<file path="config.mk">
export PLATFORM = sky130hd
export DESIGN_NAME = flp_int_extract_flat
export DESIGN_NICKNAME = d
export VERILOG_FILES = /design/src/rtl/flp_int_extract_if.sv /design/src/rtl/flp_int_extract.sv /design/src/flat_wrapper.sv
export SDC_FILE = /design/constraint.sdc
export NUM_CORES = 1
export LEC_CHECK = 0
export BUFFER_PORTS_ARGS = -buffer_cell sky130_fd_sc_hd__buf_2
export CORE_AREA = 2 2 120 122
export CTS_CLUSTER_DIAMETER = 200
export DETAILED_ROUTE_END_ITERATION = 10
export DIE_AREA = 0 0 122 124
export PLACE_DENSITY = 0.66
export REMOVE_ABC_BUFFERS = 1
export SYNTH_ARGS = -nofsm -noshare
export SYNTH_HDL_FRONTEND = slang
export SYNTH_SLANG_ARGS = --single-unit
</file>
<file path="constraint.sdc">
create_clock -name clk -period 2.28 [get_ports clk]
set_input_delay 0.228 -clock clk [delete_from_list [all_inputs] [get_ports clk]]
set_output_delay 0.228 -clock clk [all_outputs]
set_load 0.01 [all_outputs]
</file>
<file path="src/rtl/flp_int_extract_if.sv">
// Request/result bundle between the float-to-decimal front stage and its user.
// The master drives the request; the slave (flp_int_extract) returns the result.
interface flp_int_extract_if;
  logic        start;
  logic [31:0] flp_in;
  logic        busy;
  logic        done;
  logic [23:0] Q;
  logic [23:0] frac;
  logic        sign;
  logic        ovf;
  logic        nan;

  modport master (
    output start, flp_in,
    input  busy, done, Q, frac, sign, ovf, nan
  );

  modport slave (
    input  start, flp_in,
    output busy, done, Q, frac, sign, ovf, nan
  );
endinterface

</file>
<file path="src/rtl/flp_int_extract.sv">
// Unpacks an IEEE-754 single and aligns its significand one bit per clock,
// producing the integer magnitude Q, a truncated 24-bit fraction, sign and flags.
module flp_int_extract #(
  parameter logic [23:0] SAT_VAL = 24'hFFFFFF
) (
  input  logic              clk,
  input  logic              rst_n,
  flp_int_extract_if.slave  bus
);

  typedef enum logic [1:0] {IDLE, SHIFT, DONE} state_t;

  state_t      state;
  logic [47:0] w;
  logic [4:0]  cnt;
  logic        left;
  logic        sign_r, ovf_r, nan_r;
  logic        busy_q, done_q, sign_q, ovf_q, nan_q;
  logic [23:0] q_q, frac_q;

  logic [7:0]        exp_f;
  logic [22:0]       mant;
  logic signed [8:0] e;
  logic signed [8:0] neg_e;
  logic [47:0]       ld_w;
  logic [4:0]        ld_cnt;
  logic              ld_left, ld_ovf, ld_nan;

  assign exp_f = bus.flp_in[30:23];
  assign mant  = bus.flp_in[22:0];
  assign e     = $signed({1'b0, exp_f}) - 9'sd127;
  assign neg_e = -e;

  always_comb begin
    // NOTE: every variable gets a default first so no latch is inferred.
    ld_w    = '0;
    ld_cnt  = '0;
    ld_left = 1'b1;
    ld_ovf  = 1'b0;
    ld_nan  = 1'b0;
    if (exp_f == 8'hFF) begin
      ld_nan = (mant != '0);
      ld_ovf = (mant == '0);
    end else if (exp_f != 8'h00) begin
      if (e >= 9'sd24) begin
        ld_ovf = 1'b1;
      end else if (e >= 9'sd0) begin
        ld_w   = {23'd0, 1'b1, mant, 1'b0};
        ld_cnt = e[4:0];
      end else if (e >= -9'sd24) begin
        ld_w    = {23'd0, 1'b1, mant, 1'b0};
        ld_left = 1'b0;
        ld_cnt  = neg_e[4:0];
      end
      // E <= -25 underflows to zero: the defaults already describe it.
    end
  end

  always_ff @(posedge clk or negedge rst_n) begin
    if (!rst_n) begin
      state  <= IDLE;
      w      <= '0;
      cnt    <= '0;
      left   <= 1'b1;
      sign_r <= 1'b0;
      ovf_r  <= 1'b0;
      nan_r  <= 1'b0;
      busy_q <= 1'b0;
      done_q <= 1'b0;
      q_q    <= '0;
      frac_q <= '0;
      sign_q <= 1'b0;
      ovf_q  <= 1'b0;
      nan_q  <= 1'b0;
    end else begin
      // NOTE: non-blocking assignments keep every register sampling pre-edge values.
      case (state)
        IDLE: begin
          if (bus.start) begin
            sign_r <= bus.flp_in[31];
            ovf_r  <= ld_ovf;
            nan_r  <= ld_nan;
            w      <= ld_w;
            cnt    <= ld_cnt;
            left   <= ld_left;
            busy_q <= 1'b1;
            state  <= SHIFT;
          end
        end
        SHIFT: begin
          if (cnt != '0) begin
            w   <= left ? (w << 1) : (w >> 1);
            cnt <= cnt - 5'd1;
          end else begin
            // Visible results only change here, so they hold across later conversions.
            q_q    <= ovf_r ? SAT_VAL : w[47:24];
            frac_q <= w[23:0];
            sign_q <= sign_r;
            ovf_q  <= ovf_r;
            nan_q  <= nan_r;
            done_q <= 1'b1;
            state  <= DONE;
          end
        end
        DONE: begin
          done_q <= 1'b0;
          busy_q <= 1'b0;
          state  <= IDLE;
        end
        default: state <= IDLE;
      endcase
    end
  end

  assign bus.busy = busy_q;
  assign bus.done = done_q;
  assign bus.Q    = q_q;
  assign bus.frac = frac_q;
  assign bus.sign = sign_q;
  assign bus.ovf  = ovf_q;
  assign bus.nan  = nan_q;

endmodule

</file>
<file path="src/flat_wrapper.sv">
// flat-port wrapper written by rule: the top's interface ports become plain ports
module flp_int_extract_flat 
#(
  parameter logic [23:0] SAT_VAL = 24'hFFFFFF
)
  (clk, rst_n, bus_start, bus_flp_in, bus_busy, bus_done, bus_Q, bus_frac, bus_sign, bus_ovf, bus_nan);
  flp_int_extract_if bus_i ();
  input  logic clk;
  input  logic rst_n;
  input wire logic [$bits(bus_i.start)-1:0] bus_start;
  input wire logic [$bits(bus_i.flp_in)-1:0] bus_flp_in;
  output wire logic [$bits(bus_i.busy)-1:0] bus_busy;
  output wire logic [$bits(bus_i.done)-1:0] bus_done;
  output wire logic [$bits(bus_i.Q)-1:0] bus_Q;
  output wire logic [$bits(bus_i.frac)-1:0] bus_frac;
  output wire logic [$bits(bus_i.sign)-1:0] bus_sign;
  output wire logic [$bits(bus_i.ovf)-1:0] bus_ovf;
  output wire logic [$bits(bus_i.nan)-1:0] bus_nan;
  assign bus_i.start = bus_start;
  assign bus_i.flp_in = bus_flp_in;
  assign bus_busy = bus_i.busy;
  assign bus_done = bus_i.done;
  assign bus_Q = bus_i.Q;
  assign bus_frac = bus_i.frac;
  assign bus_sign = bus_i.sign;
  assign bus_ovf = bus_i.ovf;
  assign bus_nan = bus_i.nan;
  flp_int_extract #(.SAT_VAL(SAT_VAL)) u_core (.clk(clk), .rst_n(rst_n), .bus(bus_i));
endmodule
</file>
==> out/qor.csv, run 1 <==
metric,value,unit
LEAKAGE,3.28,nW
outcome,"finished, final reports clean",
Worst R2R Start,u_core.cnt[0],
nets,667,
Multi-input gate area,0.00237,mm^2
ANT cells,0,
FF-to-FF End,u_core.w[2],
top cell type's share of synthesized area,51.2,%
H-tree depth,3,
remaining global-route overflow,0,
"FFs w/ async S/R, synth",100,%
Layout fillers,1351,
Max Slew Vio Count,0,
Required @ worst endpoint,2.51,ns
Worst setup EP type,register,
RSZ-0062 raised after global routing,false,
Yosys reg bits,112,
Num CTS Buffers,9,
Cell Pwr Density,1300,mW/mm^2
row count,43,
Clock Latency Late Sink,0.35,ns
max-cap viol count,0,
Starting Density,39.5,%
"Seq/Total Area, Yosys",51.7,%
die footprint,0.0151,mm^2
Worst VDD drop,0.499,mV
"non-filler cells, final",812,
Netlist cell types,43,
Worst Hold Depth,2,
Hold Crit Start,bus_flp_in[31],
Fmax achieved,0.480,GHz
Commonest cells post-synth,"nand2_1 (132), dfrtp_1 (111), mux2i_1 (46)",
critical path peak fanout,64,
core area,0.0137,mm^2
initial drt markers,317,
RePlAce Congestion,0.876,
Critical Path AT,2.31,ns
hold slack,0.121,ns
CTS root buffer,clkbuf_16,
first-pass GRT wire length,20.8,mm
Final Hold Vio Count,0,
Fin Setup TNS,0,ns
Post-synth EDFFs,0,
Die Span Y,124,um
mapped cell area,0.00542,mm^2
Clock Sinks,112,
yosys synthesis warning count,0,
reg-to-reg setup timing slack,0.20,ns
Finish-stage setup viols,0,
relative slew slack,45.7,%
gr usage total,17.2,%
Area contributors post-synth,"dfrtp_1 (51%), nand2_1 (9.1%), mux2i_1 (8.5%)",
Detail Placement HPWL,8.69,mm
hold crit path type,in2reg,
crit path time final,2.08,ns
Routed Antenna Nets,0,
DR vias,4250,
Clock Path Buffers,2,
Seq. cell area,0.00280,mm^2
Setup Crit Path Kind,reg2reg,
CTS resizes,0,
largest net degree at the start of global routing,65,
Post-Synthesis Cells,559,
DRC viols,0,
period utilization,91.4,%
IO buf count,87,
Synth area leader,dfrtp_1,
Reg2Reg Depth,8,
"Setup Fix Bufs, Post-CTS",0,
vias per cell,5.23,
Placed Cells,795,
Finished Core Util,46.3,%
Worst Hold Path EP,u_core.sign_r,
DR pass1 iterations,4,
Routed wire per std cell,15.4,um
"Reg clk slew, reported paths",0.07,ns
share of cells above drive strength 1,20.3,%
top_reg_cell synth,dfrtp_1,
CTS tree,built,
"Area growth, synth to finish",17.2,%
most common cell in the netlist,nand2_1,
syn avg cell area,9.70,um^2
initial antenna violation count,0,
Die Width,122,um
Setup crit start kind,register,
vias in the first global route,4106,
Worst Max-Slew Pin Slew,0.815,ns
I/O Pins,88,
skew final,0.00614,ns
Routed WL,12.5,mm
## logic make-up (layout without fill, tap and decap cells)
group / Yosys count / count (layout) / share of synthesized area [%]
compound gates: 102 / 102 / 13.9
xor+xnor: 12 / 12 / 1.94
fa+ha+maj: 5 / 5 / 1.15
buf+inv: 58 / 131 / 4.75
flops: 112 / 112 / 51.7
mux: 48 / 48 / 8.91
simple gates: 222 / 222 / 17.6
## what timing repair did
item | in CTS | in global routing
hold endpoints to repair | 14 | 0
hold buffers | 1 | 0
endpoints found under the setup margin | 0 | 0
## stage by stage
stage               worst slack (ns)  instance area (um^2)  power (mW)
floorplan                      -2.13                  5210        5.25
CTS                            0.211                  6360        8.35
finish                         0.196                  6360        8.26
global route                  0.0191                  6360        8.92
detailed placement            0.0496                  6040        6.72
global placement               0.155                  6040        6.57
## where the power goes
part           switching (mW)  internal [mW]  total (mW)
clock                   0.731          0.887        1.62
combinational            2.07           1.30        3.37
sequential              0.573           2.69        3.27
total                    3.38           4.88        8.26
## registers in the layout (all words and copies together) (netlist names)
name             cells
u_core.cnt           5
u_core.state         2
u_core.w            48
u_core.sign_r        1
u_core.nan_r         1
u_core.bus.done      1
u_core.ovf_r         1
u_core.bus.nan       1
u_core.bus.frac     24
u_core.bus.sign      1
u_core.bus.ovf       1
u_core.bus.busy      1
u_core.bus.Q        24
u_core.left          1
## critical path, stage by stage, from the launching register on
cell and delay (ns):
dfrtp_1 0.41, inv_1 0.09, ha_1 0.15, nor4b_1 0.24, buf_4 0.18, o21a_4 0.22, buf_12 0.27, nor3_1 0.09
a221o_1 0.28
## cell usage in the layout, fill, tap and decap left out, types with 2 or more instances in the layout
cell type,n
a21o_1,3
a21oi_1,7
a221o_1,27
a31oi_1,3
and3_1,4
buf_12,3
buf_2,86
buf_4,14
clkbuf_16,9
clkinvlp_4,2
dfrtp_1,111
ha_1,5
inv_1,10
mux2_2,2
mux2i_1,46
nand2_1,131
nand2b_1,2
nand3_1,5
nand4_1,3
nor2_1,30
nor3_1,30
nor4_1,6
o21ai_0,33
o31ai_1,23
xnor2_1,9
xor2_1,3
## how the worst max path moves through the flow
| stage | from | endpoint | slack (ns) |
|---|---|---|---|
| 2_1_floorplan | u_core.state[1] | u_core.cnt[0] | -2.13 |
| 3_3_place_gp | bus_flp_in[23] | u_core.w[17] | 0.15 |
| 3_5_place_dp | bus_flp_in[23] | u_core.cnt[3] | 0.05 |
| 4_1_cts | u_core.cnt[0] | u_core.w[2] | 0.21 |
| 5_1_grt | u_core.cnt[0] | u_core.w[21] | 0.02 |
| 6_report | u_core.cnt[0] | u_core.w[2] | 0.20 |
## layer usage
metal	GRT usage, %	wire (um)	up-vias	share of wire, %
li1	-	-	2094	-
met5	0	0	-	0
met4	4.02	103	0	0.83
met2	27.0	5800	96	46
met1	24.6	6010	2051	48
met3	3.71	565	9	4.5
## layout make-up
| cell class | instances | area share [%] |
|---|---|---|
| Inverter | 11 | 0.650 |
| Sequential cell | 112 | 44.1 |
| Clock inverter | 6 | 1.06 |
| Clock buffer | 10 | 3.76 |
| Multi-Input combinational cell | 389 | 37.3 |
| Tap cell | 180 | 3.54 |
| Timing Repair Buffer | 104 | 9.53 |
(Power assumes the default switching activity.)
==> run 2, diff against run 1 <==
Clock period 2.28 ns to 2.1 ns, I/O delays scaled along.
==> run 2 against run 1 <==
  * Combinational power increased by 10%
  * Clock skew grew 0.0022 ns
  * Non-clock buffer count grew 5
  * Largest cell class unchanged
  * Largest power group unchanged
==> out/qor.csv, run 2 (synthesized netlist as in run 1, its figures left out) <==
metric,value,unit,change
outcome,"finished, final reports clean",,
Finished Core Util,46.9,%,+0.61 points
critical path peak fanout,63,,-1.6%
Required @ worst endpoint,2.33,ns,-0.18 ns
"Setup Fix Bufs, Post-CTS",0,,unchanged
Die Width,122,um,unchanged
GR peak layer,met2,,
I/O Pins,88,,unchanged
RSZ-0062 raised after global routing,false,,
hold slack,0.105,ns,-0.0157 ns
Clock Sinks,112,,unchanged
DRC viols,0,,unchanged
Worst Hold Depth,2,,unchanged
hold crit path type,in2reg,,
Routed wire per std cell,15.0,um,-2.5%
FF-to-FF End,u_core.w[3],,
"Area growth, synth to finish",18.8,%,
Routed WL,12.3,mm,-1.8%
Reg2Reg Depth,7,,-1
most frequent cells in the layout,"nand2_1 (131), dfrtp_1 (111), buf_2 (86)",,
initial antenna violation count,1,,+1
Fmax achieved,0.505,GHz,+5.3%
Detail Placement HPWL,8.58,mm,-1.3%
reg-to-reg setup timing slack,0.12,ns,-0.08 ns
vias per cell,5.30,,+1.3%
Setup Crit Path Kind,reg2reg,,
Clock Latency Late Sink,0.35,ns,about the same
largest net degree at the start of global routing,64,,-1.5%
Worst VDD drop,0.584,mV,+17%
"most common cell after layout, fill and taps aside",nand2_1,,
crit path time final,1.98,ns,-0.104 ns
Cell Pwr Density,1400,mW/mm^2,+7.9%
Worst Max-Slew Pin Slew,0.502,ns,-0.313 ns
skew final,0.00833,ns,+0.00219 ns
Reg with most FFs,u_core.w,,
Starting Density,39.5,%,unchanged
initial drt markers,293,,-7.6%
Setup crit start kind,register,,
routing usage on met3,4.35,%,+0.64 points
"Reg clk slew, reported paths",0.07,ns,about the same
first-pass GRT wire length,20.5,mm,-1.3%
met1 Use GR,22.6,%,-2.0 points
CTS root buffer,clkbuf_16,,
gr usage total,16.9,%,-0.29 points
period utilization,94.3,%,+2.9 points
Max Slew Vio Count,0,,unchanged
DR pass1 iterations,5,,+1
Critical Path AT,2.21,ns,-0.10 ns
share of cells above drive strength 1,20.9,%,+0.63 points
Final Hold Vio Count,0,,unchanged
max-cap viol count,0,,unchanged
Routed Antenna Nets,0,,unchanged
Worst setup EP type,register,,
Num CTS Buffers,9,,unchanged
RePlAce Congestion,0.860,,-1.8%
Placed Cells,800,,+0.63%
Clock Path Buffers,2,,unchanged
IO buf count,87,,unchanged
routing usage on met2,27.1,%,+0.14 points
PnR Total Power,9.03,mW,+9.3%
Hold Crit Start,bus_flp_in[31],,
nets,672,,+0.75%
vias in the first global route,4258,,+3.7%
CTS tree,built,,
Worst Hold Path EP,u_core.sign_r,,
Worst R2R Start,u_core.cnt[0],,
remaining global-route overflow,0,,unchanged
"non-filler cells, final",818,,+0.74%
max reg flops,48,,unchanged
row count,43,,unchanged
DR vias,4336,,+2.0%
core area,0.0137,mm^2,unchanged
H-tree depth,3,,unchanged
die footprint,0.0151,mm^2,unchanged
relative slew slack,66.2,%,+21 points
LEAKAGE,3.33,nW,+1.5%
Finish-stage setup viols,0,,unchanged
Die Span Y,124,um,unchanged
==> run 2: cell types whose count changed in the layout (fill, tap and decap cells not counted) <==
cell / previous run / this run
nor4b_1: 1 / 0
clkinvlp_4: 2 / 0
buf_4: 14 / 17
buf_12: 3 / 5
clkbuf_8: 1 / 4
diode_2: 0 / 1
clkinv_4: 1 / 0
clkbuf_1: 0 / 1
nor4b_2: 0 / 1
inv_6: 1 / 0
==> run 2: stage by stage <==
step,TNS [ns],worst slack (ns),cell area (um^2)
after global routing,0,0.00507,6440
after detailed placement,-0.538,-0.0335,6100
after floorplan,-145.75,-2.31,5210
after CTS,0,0.126,6440
final,0,0.121,6440
after global placement,0,0.0400,6100
==> run 2: how the worst max path moves through the flow <==
stage	startpoint	end	cells past startpoint
global placement	u_core.cnt[0]	u_core.w[17]	7
finish	u_core.cnt[0]	u_core.w[3]	7
global route	u_core.cnt[0]	u_core.w[9]	7
detailed placement	bus_flp_in[24]	u_core.w[21]	9
CTS	u_core.cnt[0]	u_core.w[9]	7
floorplan	u_core.state[1]	u_core.cnt[0]	4
==> run 2: worst max-delay path: stages (launching register included) <==
cell and delay (ns):
dfrtp_1 0.41, inv_1 0.10, ha_1 0.14, nor4b_2 0.26
o21a_4 0.27, buf_12 0.27, nor3_1 0.09, a221o_1 0.28
==> run 2: area by class of cell <==
class	count	area, um^2
fillers	1328	7280
well taps	180	225
multi-input cells	389	2380
diodes	1	2.50
clock inverters	2	35.0
flip-flops and latches	112	2800
clock buffers	14	284
inverters	11	41.3
repair buffers	109	668
==> run 2: timing repair <==
item,in CTS,in global routing
gates resized for setup,1,0
endpoints found under the hold margin,32,0
hold buffers,1,0
setup endpoints to repair,21,0
==> run 2: layer usage <==
layer | vias up | share of wire (%)
met5 | - | 0
met4 | 0 | 1.8
met3 | 14 | 5.4
met2 | 107 | 47
met1 | 2116 | 46
li1 | 2099 | -
==> run 2: where the power goes <==
group          switching, mW  total, mW  leakage [nW]  internal (mW)
Clock                  0.747       1.80         0.159           1.06
Sequential             0.577       3.51          1.48           2.93
Combinational           2.26       3.72          1.69           1.46
